### config.mk
export PLATFORM = sky130hd
export DESIGN_NAME = key_search_controller
export DESIGN_NICKNAME = d
export VERILOG_FILES = /design/src/rtl/key_search_controller.sv
export SDC_FILE = /design/constraint.sdc
export NUM_CORES = 1
export LEC_CHECK = 0
export BUFFER_PORTS_ARGS = -buffer_cell sky130_fd_sc_hd__buf_2
export CORE_ASPECT_RATIO = 0.6
export CORE_MARGIN = 2
export CORE_UTILIZATION = 23
export CTS_CLUSTER_DIAMETER = 100
export DETAILED_ROUTE_END_ITERATION = 12
export PLACE_DENSITY = 0.51
export SLEW_MARGIN = 40
export SYNTH_ARGS = -nofsm -noshare
export SYNTH_HDL_FRONTEND = slang
export SYNTH_SLANG_ARGS = --single-unit
### constraint.sdc
create_clock -name clk -period 1.95 [get_ports clk]
set_input_delay 0.39 -clock clk [delete_from_list [all_inputs] [get_ports clk]]
set_output_delay 0.39 -clock clk [all_outputs]
set_load 0.02 [all_outputs]
### src/rtl/key_search_controller.sv
// Key search sequencer: pulls candidate keys from a generator, launches the decryption core on each,
// and stops on a valid plaintext, the last key of the range, or a core watchdog expiry.
module key_search_controller #(
    parameter logic [15:0] TIMEOUT_CYCLES = 16'd1024
) (
    input  logic        clk,
    input  logic        reset,
    input  logic        go,
    output logic        gen_start,
    input  logic        gen_finished,
    input  logic        gen_terminated,
    input  logic [23:0] gen_key,
    output logic [23:0] core_key,
    output logic        core_start,
    input  logic        core_done,
    input  logic        core_valid,
    output logic        busy,
    output logic        found,
    output logic        exhausted,
    output logic        timeout,
    output logic [23:0] found_key,
    output logic [23:0] keys_tried
);

    typedef enum logic [2:0] {
        S_IDLE, S_REQ_KEY, S_WAIT_KEY, S_LAUNCH,
        S_WAIT_CORE, S_FOUND, S_EXHAUSTED, S_TIMEOUT
    } state_t;

    state_t      state;
    state_t      next_state;
    logic        go_q;
    logic        go_edge;
    logic        last;
    logic [15:0] wdog;
    logic        wdog_expire;
    logic        key_arrived;
    logic        start_search;

    assign go_edge      = go & ~go_q;
    assign key_arrived  = gen_finished | gen_terminated;
    assign wdog_expire  = (TIMEOUT_CYCLES != 16'd0) && (wdog == TIMEOUT_CYCLES - 16'd1);
    assign start_search = go_edge && (state == S_IDLE || state == S_FOUND ||
                                      state == S_EXHAUSTED || state == S_TIMEOUT);

    // go_q tracks go even during reset so a level held across reset release is not an edge.
    always_ff @(posedge clk) begin
        go_q <= go;
    end

    always_ff @(posedge clk) begin
        if (reset) begin
            state <= S_IDLE;
        end else begin
            state <= next_state;
        end
    end

    always_comb begin
        next_state = state;
        case (state)
            S_IDLE, S_FOUND, S_EXHAUSTED, S_TIMEOUT: begin
                if (go_edge) next_state = S_REQ_KEY;
            end
            S_REQ_KEY:  next_state = S_WAIT_KEY;
            S_WAIT_KEY: begin
                if (key_arrived) next_state = S_LAUNCH;
            end
            S_LAUNCH:   next_state = S_WAIT_CORE;
            S_WAIT_CORE: begin
                // A completion in the expiry cycle takes priority over the watchdog.
                if (core_done) begin
                    if (core_valid)  next_state = S_FOUND;
                    else if (last)   next_state = S_EXHAUSTED;
                    else             next_state = S_REQ_KEY;
                end else if (wdog_expire) begin
                    next_state = S_TIMEOUT;
                end
            end
            default:    next_state = S_IDLE;
        endcase
    end

    always_comb begin
        gen_start  = (state == S_REQ_KEY);
        core_start = (state == S_LAUNCH);
        found      = (state == S_FOUND);
        exhausted  = (state == S_EXHAUSTED);
        timeout    = (state == S_TIMEOUT);
        busy       = !(state == S_IDLE || state == S_FOUND ||
                       state == S_EXHAUSTED || state == S_TIMEOUT);
    end

    always_ff @(posedge clk) begin
        if (reset) begin
            core_key   <= 24'd0;
            found_key  <= 24'd0;
            keys_tried <= 24'd0;
            last       <= 1'b0;
            wdog       <= 16'd0;
        end else begin
            if (start_search) begin
                keys_tried <= 24'd0;
                found_key  <= 24'd0;
            end
            if (state == S_WAIT_KEY && key_arrived) begin
                core_key <= gen_key;
                last     <= gen_terminated;
            end
            if (state == S_LAUNCH) begin
                wdog <= 16'd0;
            end
            if (state == S_WAIT_CORE) begin
                if (core_done) begin
                    if (keys_tried != 24'hFFFFFF) keys_tried <= keys_tried + 24'd1;
                    if (core_valid) found_key <= core_key;
                end else begin
                    wdog <= wdog + 16'd1;
                end
            end
        end
    end

endmodule
# Word-level counts from Yosys, hierarchy flattened
# Index checks and enable logic that the tools add are counted.
[totals]
wordCells = 51
register_bits = 93
[classes]
mux = 18
reduce_logical = 9
eq_ne = 12
add_sub_neg = 2
bitwise = 3
[op_table]
columns = ["op", "count"]
rows = [
  ["$mux W24", 8],
  ["$mux W16", 3],
  ["$add A24 B1 Y24 const B", 1],
  ["$ne A24 B24 Y1 const B", 1],
  ["$mux W3", 6],
  ["$add A16 B1 Y16 const B", 1],
  ["$eq A16 B10 Y1 const B", 1],
  ["$pmux W3 S5", 1],
  ["$eq A3 B3 Y1 const B", 4],
  ["$eq A3 B2 Y1 const B", 2],
  ["$ne A2 B2 Y1 const B", 2],
  ["$reduce_or A4 Y1", 1],
  ["$eq A3 B1 Y1 const B", 1],
  ["$logic_not A3 Y1", 1],
  ["$logic_or A1 B1 Y1", 3],
  ["$ne A3 B3 Y1 const B", 1],
  ["$reduce_and A3 Y1", 1],
  ["$logic_and A1 B1 Y1", 2],
  ["$and A1 B1 Y1", 1],
  ["$logic_not A1 Y1", 1],
  ["$not A1 Y1", 1],
  ["$or A1 B1 Y1", 1],
]

# Longest topological paths before layout
# Gate-level depths: netlist of run 1.
[logic_depth]
depth_word = 9
ltp_mapped = 8

# Least setup slack after synthesis of run 1
# OpenSTA, ideal clock, no wires.
[synth_path]
path_kind = "reg2reg"
startpoint = "register keys_tried[0]"
endpoint = "register keys_tried[11]"
t_arrival_ps = 2186
setup_time_ps = 120
path_slack_ps = -356
t_required_ps = 1830
stages_incl_launch_ff = 9
cell_sequence = "dfxtp_1 ha_1 nand3_2 or4_4 buf_6 o211ai_4 buf_6 nor3_1 a211o_1"
[synth_between]
elab_chain_len = 4
elab_cells_between_ends = 5
[synth_rtl]
columns = ["item", "line_no", "text"]
rows = [
  ["from (decl)", "22", "output logic [23:0] keys_tried"],
  ["from (signal assigned)", "115", "if (keys_tried != 24'hFFFFFF) keys_tried <= keys_tried + 24'd1;"],
  ["$add A24 B1 Y24 or $ne A24 B24 Y1 (tied branches)", "115", ""],
  ["$mux W24 (*)", "115", ""],
  ["$mux W24 (*)", "114", "if (core_done) begin"],
  ["$mux W24 (*)", "113", "if (state == S_WAIT_CORE) begin"],
]
# Mark *: on every way between the ends. The rest lies on a longest branch, timed or not.
# A chain may end at the register's enable or synchronous reset.

# Final worst setup path of run 1
[layout_path]
startpoint = "register keys_tried[13]"
endpoint = "register keys_tried[20]"
# The elaborated chain is that of the path after synthesis.

==> results.txt, run 1 <==
final setup vio count - 1
Area Growth Syn to Fin - 41.8%
hold path endpoint - go_q
transition time of the tightest slew-check pin - 0.660 ns
Startpoint Class - flop
Hold Vio Cnt, Final - 0
WS Path Type - reg2reg
cell count after synthesis - 492
Clk Latency, worst-skew pair - 0.35 ns
largest family of logic cells by synthesized area - simple AND/OR/NAND/NOR gates
GRT Util Overall - 14.7%
Vias - 4405
Synth warnings - 0
Reg2Reg Depth - 6
CTS root buf - clkbuf_16
H-tree Lvls - 3
Post-Synthesis Net Count - 525
total congestion overflow - 0
DIE HEIGHT - 108 um
max cap viols - 0
Slowest cell on crit path - or4_4
sequential element share of the synthesized area - 45.3%
CP Data Required Time - 2.19 ns
Slew Viols, Final - 0
hold_buf cts - 0
Layout Nets - 688
Setup Skew - 0.0165 ns
status - finished with violations
count of cell types in the netlist - 56
Pwr Density - 947 nW/um^2
final non-filler cell area - 5830 um^2
Core Area - 17300 um^2
Top Ports - 109
Die Wd - 177 um
vias in the first global route - 4265
Antenna Cells - 0
DR iter-0 viols - 248
clock buffer depth - 2
highest clock rate - 509 MHz
Worst Hold Launch - go
Worst-path clk slew - 0.08 ns
synthesized area per cell - 8.35 um^2
critical path endpoint category - flop
Final Wtd Congestion - 0.848
Placed Area - 5320 um^2
drt total wl - 14000 um
vias per std cell - 4.93
WL/cell - 15.6 um
Post-synth EDFFs - 0
pre-CTS setup slack - -0.124 ns
Hold Crit Depth - 2
setup_tns - -0.0152 ns
TritonCTS buffer count - 9
CTS tree - yes
critical-path cell list - nand4_1 > or4_4 > o211ai_4 > buf_12 > a211oi_1 > a221o_1
top_reg_cell synth - dfxtp_1
RR Startpoint - keys_tried[13]
fin crit period - 1.97 ns
XOR/XNOR share of the synthesized area - 0.639%
fin util - 33.7%
mux contribution to synthesized area - 0%
# rows - 37
Starting Density - 23.7%
Async S/R FF share, synth - 0%
final worst slack - -0.0152 ns
die area - 19000 um^2
first-pass GRT wire length - 22200 um
largest net degree at the start of global routing - 44
worst IR drop on VDD - 0.429 mV
fillers - 1820
Arr. time, crit path - 2.20 ns
antenna viol nets, final - 0
CP max FO - 15
R2R Path End - keys_tried[20]
R2R Setup Slk - -0.02 ns
Tcrit/Tclk final - 101%
Hold Path Class - in2reg
Leakage Power - 2.43 nW
DRC viols - 0
RSZ-0062 raised after global routing - true
mapped cell area - 4110 um^2
drt pass-1 iters - 4
Crit. Startpoint - keys_tried[13]
share of layout cells above drive strength 1 - 37.6%
worst hold slack - 0.247 ns
Port Buffer Count - 108
Adder-Cell Fraction of Synth Area - 0.609%
synthesized flop and latch total - 93
Max-slew headroom - 55.9%
initial antenna violation count - 0
post-synthesis simple-gate area fraction - 28.4%
Compound-Gate Fraction of Synth Area - 20.8%
CTS sink count - 93
failing checks - negative setup slack
hpwl dp - 10100 um
Crit path largest cell delay - 0.64 ns
[report_power, final]
group | total (mW) | leakage (nW) | internal (mW) | switching (mW)
logic | 1.54 | 1.51 | 0.593 | 0.948
clock network | 1.84 | 0.151 | 0.980 | 0.862
registers | 2.14 | 0.761 | 2.03 | 0.109
total | 5.52 | 2.43 | 3.60 | 1.92
[through the flow]
step / std cells / power (mW)
finish: 894 / 5.52
global route: 894 / 5.82
CTS: 888 / 5.45
detailed placement: 865 / 3.56
global placement: 865 / 3.53
floorplan: 492 / 2.96
[critical path, delay by kind of cell (launching register included)]
kind	cells	cell delay, ns
AOI/OAI and AO/OA	3	0.53
buffers and inverters	1	0.17
DFF	1	0.35
and+or+nand+nor	2	0.79
[flip-flops by register name, summed over array words and instances, names as in the netlist]
signal	flops
core_key	24
found_key	24
keys_tried	24
wdog	16
state	3
go_q	1
last	1
[how the worst max path moves through the flow]
stage / to / slack [ns]
finish: keys_tried[20] / -0.02
global route: keys_tried[20] / -0.11
CTS: keys_tried[20] / -0.02
detailed placement: wdog[12] / -0.12
global placement: keys_tried[17] / -0.13
floorplan: keys_tried[20] / -0.005
[cell type report]
class | count | area (um^2) | area share, %
Multi-Input combinational cell | 364 | 2170 | 37.2
Sequential cell | 93 | 1900 | 32.5
Timing Repair Buffer | 179 | 1120 | 19.3
Tap cell | 234 | 293 | 5.02
Clock buffer | 10 | 250 | 4.29
Clock inverter | 6 | 63.8 | 1.10
Inverter | 8 | 33.8 | 0.580
[synthesized netlist by cell type (2+ instances only)]
| library cell | number | area (um^2) |
|---|---|---|
| nor4_1 | 3 | 18.8 |
| xor2_1 | 2 | 17.5 |
| a211oi_1 | 4 | 30.0 |
| and4_1 | 4 | 35.0 |
| o311ai_0 | 4 | 35.0 |
| nor3b_1 | 4 | 30.0 |
| o211ai_1 | 7 | 52.6 |
| and3_1 | 12 | 75.1 |
| inv_1 | 8 | 30.0 |
| buf_2 | 5 | 25.0 |
| o31a_2 | 2 | 20.0 |
| ha_1 | 2 | 25.0 |
| and3_2 | 2 | 15.0 |
| nand3_1 | 25 | 125 |
| a211o_1 | 4 | 35.0 |
| nand2b_1 | 4 | 25.0 |
| a21o_1 | 3 | 22.5 |
| clkbuf_1 | 16 | 60.1 |
| nand2_1 | 70 | 263 |
| o21a_1 | 3 | 22.5 |
| dfxtp_1 | 93 | 1860 |
| a311oi_1 | 3 | 26.3 |
| buf_6 | 2 | 22.5 |
| or3_1 | 5 | 31.3 |
| o22ai_1 | 3 | 18.8 |
| and2_1 | 4 | 25.0 |
| or4_1 | 6 | 45.0 |
| or4_2 | 2 | 17.5 |
| nand4_1 | 12 | 75.1 |
| o21ai_0 | 9 | 45.0 |
| a22oi_1 | 27 | 203 |
| a21oi_1 | 49 | 245 |
| or3_2 | 3 | 22.5 |
| clkbuf_8 | 2 | 27.5 |
| and4_2 | 3 | 30.0 |
| nor3_1 | 12 | 60.1 |
| nor2_1 | 52 | 195 |
| a31oi_1 | 3 | 18.8 |
[logic make-up after synthesis]
family	after synthesis
XOR/XNOR	3
AND/OR/NAND/NOR	230
AO/OA/AOI/OAI	129
flip-flops	93
buffers and inverters	35
adder cells (fa/ha/maj)	2
[layout by cell type, fill, tap and decap left out, drive strengths merged, types with 2 or more instances in the layout]
| cell type | Yosys | routed |
|---|---|---|
| nor4 | 3 | 3 |
| a31oi | 3 | 3 |
| or3 | 8 | 8 |
| o22ai | 3 | 3 |
| a211oi | 4 | 4 |
| nor3b | 4 | 4 |
| or4 | 9 | 9 |
| nor3 | 12 | 12 |
| o21ai | 11 | 11 |
| and4 | 7 | 7 |
| a311oi | 3 | 3 |
| clkbuf | 18 | 10 |
| and3 | 14 | 14 |
| o311ai | 5 | 5 |
| nand2 | 70 | 70 |
| a21o | 3 | 3 |
| a21oi | 49 | 49 |
| nand3 | 26 | 26 |
| nand2b | 4 | 4 |
| and2 | 4 | 4 |
| o211ai | 8 | 8 |
| nor2 | 53 | 53 |
| inv | 8 | 10 |
| xor2 | 2 | 2 |
| buf | 9 | 179 |
| o31a | 2 | 2 |
| clkinvlp | 0 | 2 |
| a22oi | 27 | 27 |
| ha | 2 | 2 |
| clkinv | 0 | 2 |
| o21a | 3 | 3 |
| dfxtp | 93 | 93 |
| a211o | 4 | 4 |
| nand4 | 12 | 12 |
[routing by layer]
layer	track usage (%)	part of all wire (%)	vias to the layer above
met5	0	0	-
met1	21.2	52	2126
met2	21.6	42	129
met4	3.25	0.69	0
li1	-	-	2140
met3	3.88	5.8	10
[timing repair]
item / 4_1_cts / 5_1_grt
pin swaps: 3 / 10
setup endpoints to repair: 9 / 26
resized for setup: 9 / 20
cloned: 0 / 1
setup buffers: 7 / 5
Note: power is estimated with default switching activity, not from simulation.
==> inputs of run 2 (changes only) <==
Settings changed: CORE_MARGIN 2 to 4, PLACE_DENSITY 0.51 to 0.4.
==> run 2 against run 1 <==
Wire length increased by 0.11%. Sequential power barely moved. Critical path type unchanged. Count of clock-buffer cells in the layout unchanged. Via count decreased by 3.1%. Highest routed layer is now met5. Die area rose by 6.1%. The flow still finishes with violations (negative setup slack).
==> results.txt, run 2 (synthesized netlist as in run 1, its figures left out) <==
final non-filler cell total - 885
Layout Nets - 679
CTS root buf - clkbuf_16
Top Registers - core_key: 24 flops, found_key: 24 flops, keys_tried: 24 flops
Crit. Startpoint - keys_tried[13]
Crit path largest cell delay - 0.65 ns
critical path endpoint category - flop
WL/cell - 15.8 um
CTS sink count - 93
hold_buf cts - 0
share of layout cells above drive strength 1 - 36.9%
DRC viols - 0
GRT Util Overall - 13.8%
antenna viol nets, final - 0
vias in the first global route - 4075
RSZ-0062 raised after global routing - true
final setup vio count - 1
Slew Viols, Final - 0
Slowest cell on crit path - or4_4
worst IR drop on VDD - 0.429 mV
H-tree Lvls - 3
highest clock rate - 510 MHz
Max-slew headroom - 50.1%
Area Growth Syn to Fin - 39.7%
vias per std cell - 4.82
Final Wtd Congestion - 0.814
cell family with most CP delay - simple AND/OR/NAND/NOR gates
initial antenna violation count - 1
Port Buffer Count - 108
final worst slack - -0.00922 ns
largest net degree at the start of global routing - 44
Hold Path Class - in2reg
Vias - 4269
most frequent cells in the layout - buf_2 (107), dfxtp_1 (77), nand2_1 (70), buf_4 (59), nor2_1 (50)
Worst Hold Launch - go
critical-path cell list - nand4_1 > or4_4 > o211ai_4 > buf_12 > a211oi_1 > a221o_1
worst hold slack - 0.176 ns
hpwl dp - 10300 um
Pwr Density - 913 nW/um^2
max cap viols - 0
total congestion overflow - 0
Setup Skew - 0.00601 ns
WS Path Type - reg2reg
drt pass-1 iters - 4
CTS tree - yes
Tcrit/Tclk final - 100%
Starting Density - 23.7%
Clk Latency, worst-skew pair - 0.35 ns
RR Startpoint - keys_tried[13]
status - finished with violations
Startpoint Class - flop
failing checks - negative setup slack
first-pass GRT wire length - 22700 um
Buf/Inv on CP - 1
Leakage Power - 2.37 nW
CP Data Required Time - 2.19 ns
Antenna Cells - 0
drt total wl - 14000 um
Arr. time, crit path - 2.20 ns
clock buffer depth - 2
transition time of the tightest slew-check pin - 0.746 ns
DIE HEIGHT - 112 um
Core Area - 17300 um^2
# rows - 37
Placed Cells - 866
Hold Vio Cnt, Final - 0
most common cell after layout, fill and taps aside - buf_2
fin crit period - 1.96 ns
Worst-path clk slew - 0.07 ns
total power - 5.24 mW
CP max FO - 15
die area - 20100 um^2
Die Wd - 181 um
TritonCTS buffer count - 9
Top Ports - 109
DR iter-0 viols - 308
==> run 2: cell count changes in the layout (fill, tap and decap cells not counted), sizes merged <==
cell and delta:
buf -9
==> run 2: area by class of cell <==
type | instances | area (um^2)
Multi-Input combinational cell | 364 | 2200
Inverter | 8 | 30.0
Clock inverter | 6 | 46.3
Sequential cell | 93 | 1890
Tap cell | 234 | 293
Timing Repair Buffer | 170 | 1050
Clock buffer | 10 | 229
Fill cell | 1847 | 11600
==> run 2: per-stage QoR <==
stage / util, % / setup slack (ns) / TNS, ns / cell area (um^2)
global route: 33.2 / -0.0839 / -0.317 / 5740
detailed placement: 30.9 / -0.0620 / -0.0888 / 5350
finish: 33.2 / -0.00922 / -0.00922 / 5740
floorplan: - / -0.00538 / -0.00804 / 4160
CTS: 32.5 / -0.0286 / -0.0561 / 5630
global placement: 30.8 / -0.0503 / -0.0656 / 5340
==> run 2: power breakdown <==
group,switching [mW],internal (mW),total [mW]
Sequential,0.136,2.03,2.17
Combinational,0.890,0.499,1.39
Clock,0.812,0.876,1.69
==> run 2: metal layers <==
| layer | global-route usage [%] | vias to the layer above | wire length [um] |
|---|---|---|---|
| li1 | - | 2109 | - |
| met1 | 20.6 | 2032 | 7420 |
| met2 | 19.0 | 115 | 5480 |
| met3 | 4.54 | 11 | 919 |
| met4 | 3.63 | 2 | 149 |
| met5 | 0 | - | 13 |
==> run 2: path summary, 6_finish.rpt <==
kind                                        to  slack [ns]  cells past startpoint
worst min-delay path                      go_q        0.18                      1
worst max register to register  keys_tried[20]      -0.009                      6
worst min register to register    core_key[13]        0.47                      2
worst max-delay path            keys_tried[20]      -0.009                      6
==> run 2: timing repair <==
item,in CTS,in global routing
setup buffers,0,3
resized for setup,4,22
pin swaps,1,3
endpoints found under the setup margin,5,27
==> inputs of run 3 (changes only) <==
Settings changed: CORE_MARGIN 4 to 2, CTS_BUF_LIST from default to sky130_fd_sc_hd__clkbuf_8.
==> run 3 against run 2 <==
The flow still finishes with violations (negative setup slack). Die area decreased by 5.7%. Clock power decreased by 15%. Setup slack got worse by 0.016 ns. Count of clock-buffer cells in the layout unchanged. Register-to-register slack got worse by 0.02 ns. Cell area increased by 0.63%. Utilization increased by 0.21 points. Global-route usage increased by 0.67 points. First-iteration DRC count decreased by 16%. Critical path depth unchanged. Hold slack got worse by 0.011 ns. Critical path type unchanged.
==> results.txt, run 3 (synthesized netlist as in run 1, its figures left out) <==
Top Ports - 109
drt pass-1 iters - 4
RR Startpoint - keys_tried[13]
share of layout cells above drive strength 1 - 37.6%
Buf/Inv on CP - 1
fin crit period - 1.98 ns
Setup Skew - 0.0271 ns
Die Wd - 177 um
max cap viols - 0
Core Area - 17300 um^2
transition time of the tightest slew-check pin - 0.695 ns
Clk Latency, worst-skew pair - 0.38 ns
Startpoint Class - flop
RSZ-0062 raised after global routing - true
CP Data Required Time - 2.23 ns
critical path endpoint category - flop
vias per std cell - 4.79
Slowest cell on crit path - or4_4
Tcrit/Tclk final - 101%
Worst Hold Launch - go
highest clock rate - 506 MHz
initial antenna violation count - 0
CP max FO - 15
fin util - 33.4%
WL/cell - 15.6 um
total congestion overflow - 0
final worst slack - -0.0257 ns
R2R Path End - keys_tried[20]
CTS sink count - 93
Layout Nets - 682
Arr. time, crit path - 2.26 ns
GRT Util Overall - 14.5%
H-tree Lvls - 3
Hold Path Class - in2reg
Leakage Power - 2.38 nW
# rows - 37
status - finished with violations
hpwl dp - 10100 um
Hold Vio Cnt, Final - 0
worst IR drop on VDD - 0.346 mV
Vias - 4256
largest net degree at the start of global routing - 56
DRC viols - 0
cell family with most CP delay - simple AND/OR/NAND/NOR gates
Port Buffer Count - 108
first-pass GRT wire length - 21600 um
Placed Cells - 865
Area Growth Syn to Fin - 40.6%
Crit path largest cell delay - 0.66 ns
Slew Viols, Final - 0
critical-path cell list - nand4_1 > or4_4 > o211ai_4 > buf_12 > a211oi_2 > a221o_1
most frequent cells in the layout - buf_2 (105), dfxtp_1 (76), nand2_1 (70), buf_4 (58)
antenna viol nets, final - 0
DIE HEIGHT - 108 um
hold path endpoint - go_q
Pwr Density - 882 nW/um^2
R2R Setup Slk - -0.03 ns
Final Wtd Congestion - 0.789
CTS tree - yes
final setup vio count - 3
TritonCTS buffer count - 9
drt total wl - 13900 um
WS Path Type - reg2reg
Top Registers - core_key: 24 flops, found_key: 24 flops, keys_tried: 24 flops
Max-slew headroom - 53.5%
Reg2Reg Depth - 6
Worst-path clk slew - 0.12 ns
most common cell after layout, fill and taps aside - buf_2
Hold Crit Depth - 1
final non-filler cell total - 888
die area - 19000 um^2
DR iter-0 viols - 258
vias in the first global route - 4010
CTS root buf - clkbuf_8
Antenna Cells - 0
clock buffer depth - 2
hold_buf cts - 0
Starting Density - 23.7%
failing checks - negative setup slack
[run 3: changes by cell type in the layout (fill, tap and decap cells not counted), sizes merged]
cell,before,now
clkinvlp,2,1
clkinv,2,1
buf,170,173
bufinv,0,1
inv,10,11
[run 3: cell type report]
type,instances,area (um^2)
inverter,8,33.8
multi-input combinational,364,2220
sequential,93,1900
tap,234,293
clock buffer,10,138
clock inverter,6,73.8
fill,1838,11500
timing repair buffer,173,1120
[run 3: power by group]
group	total [mW]	switching, mW	internal, mW
Sequential	2.16	0.132	2.03
Combinational	1.50	0.924	0.580
Clock	1.43	0.781	0.650
Total	5.10	1.84	3.26
[run 3: stage by stage]
stage               hold slack, ns  power (mW)  setup WS (ns)  TNS (ns)  cell area [um^2]
floorplan                    0.418        2.96       -0.00538  -0.00804              4160
global placement             0.455        3.51        -0.0622   -0.0889              5340
detailed placement           0.461        3.51        -0.0584    -0.108              5350
CTS                          0.142        4.98        -0.0153   -0.0205              5600
global route                 0.145        5.40        -0.0870    -0.681              5780
finish                       0.165        5.10        -0.0257   -0.0315              5780
[run 3: how the worst max path moves through the flow]
| stage | depth (start not counted) | end | from |
|---|---|---|---|
| floorplan | 6 | keys_tried[20] | keys_tried[14] |
| global placement | 5 | keys_tried[17] | keys_tried[1] |
| detailed placement | 5 | keys_tried[17] | keys_tried[1] |
| CTS | 6 | core_start | state[0] |
| global route | 6 | core_start | state[0] |
| finish | 6 | keys_tried[20] | keys_tried[13] |
[run 3: what timing repair did]
| item | 4_1_cts | 5_1_grt |
|---|---|---|
| setup endpoints to repair | 7 | 70 |
| gates resized for setup | 9 | 30 |
| setup buffers | 0 | 7 |
| pin swaps | 1 | 10 |
[run 3: routing by layer]
| metal | track usage (%) | part of all wire (%) |
|---|---|---|
| met4 | 3.13 | 0.94 |
| met3 | 4.24 | 5.5 |
| met5 | 0 | 0 |
| met2 | 19.9 | 40 |
| met1 | 21.9 | 53 |
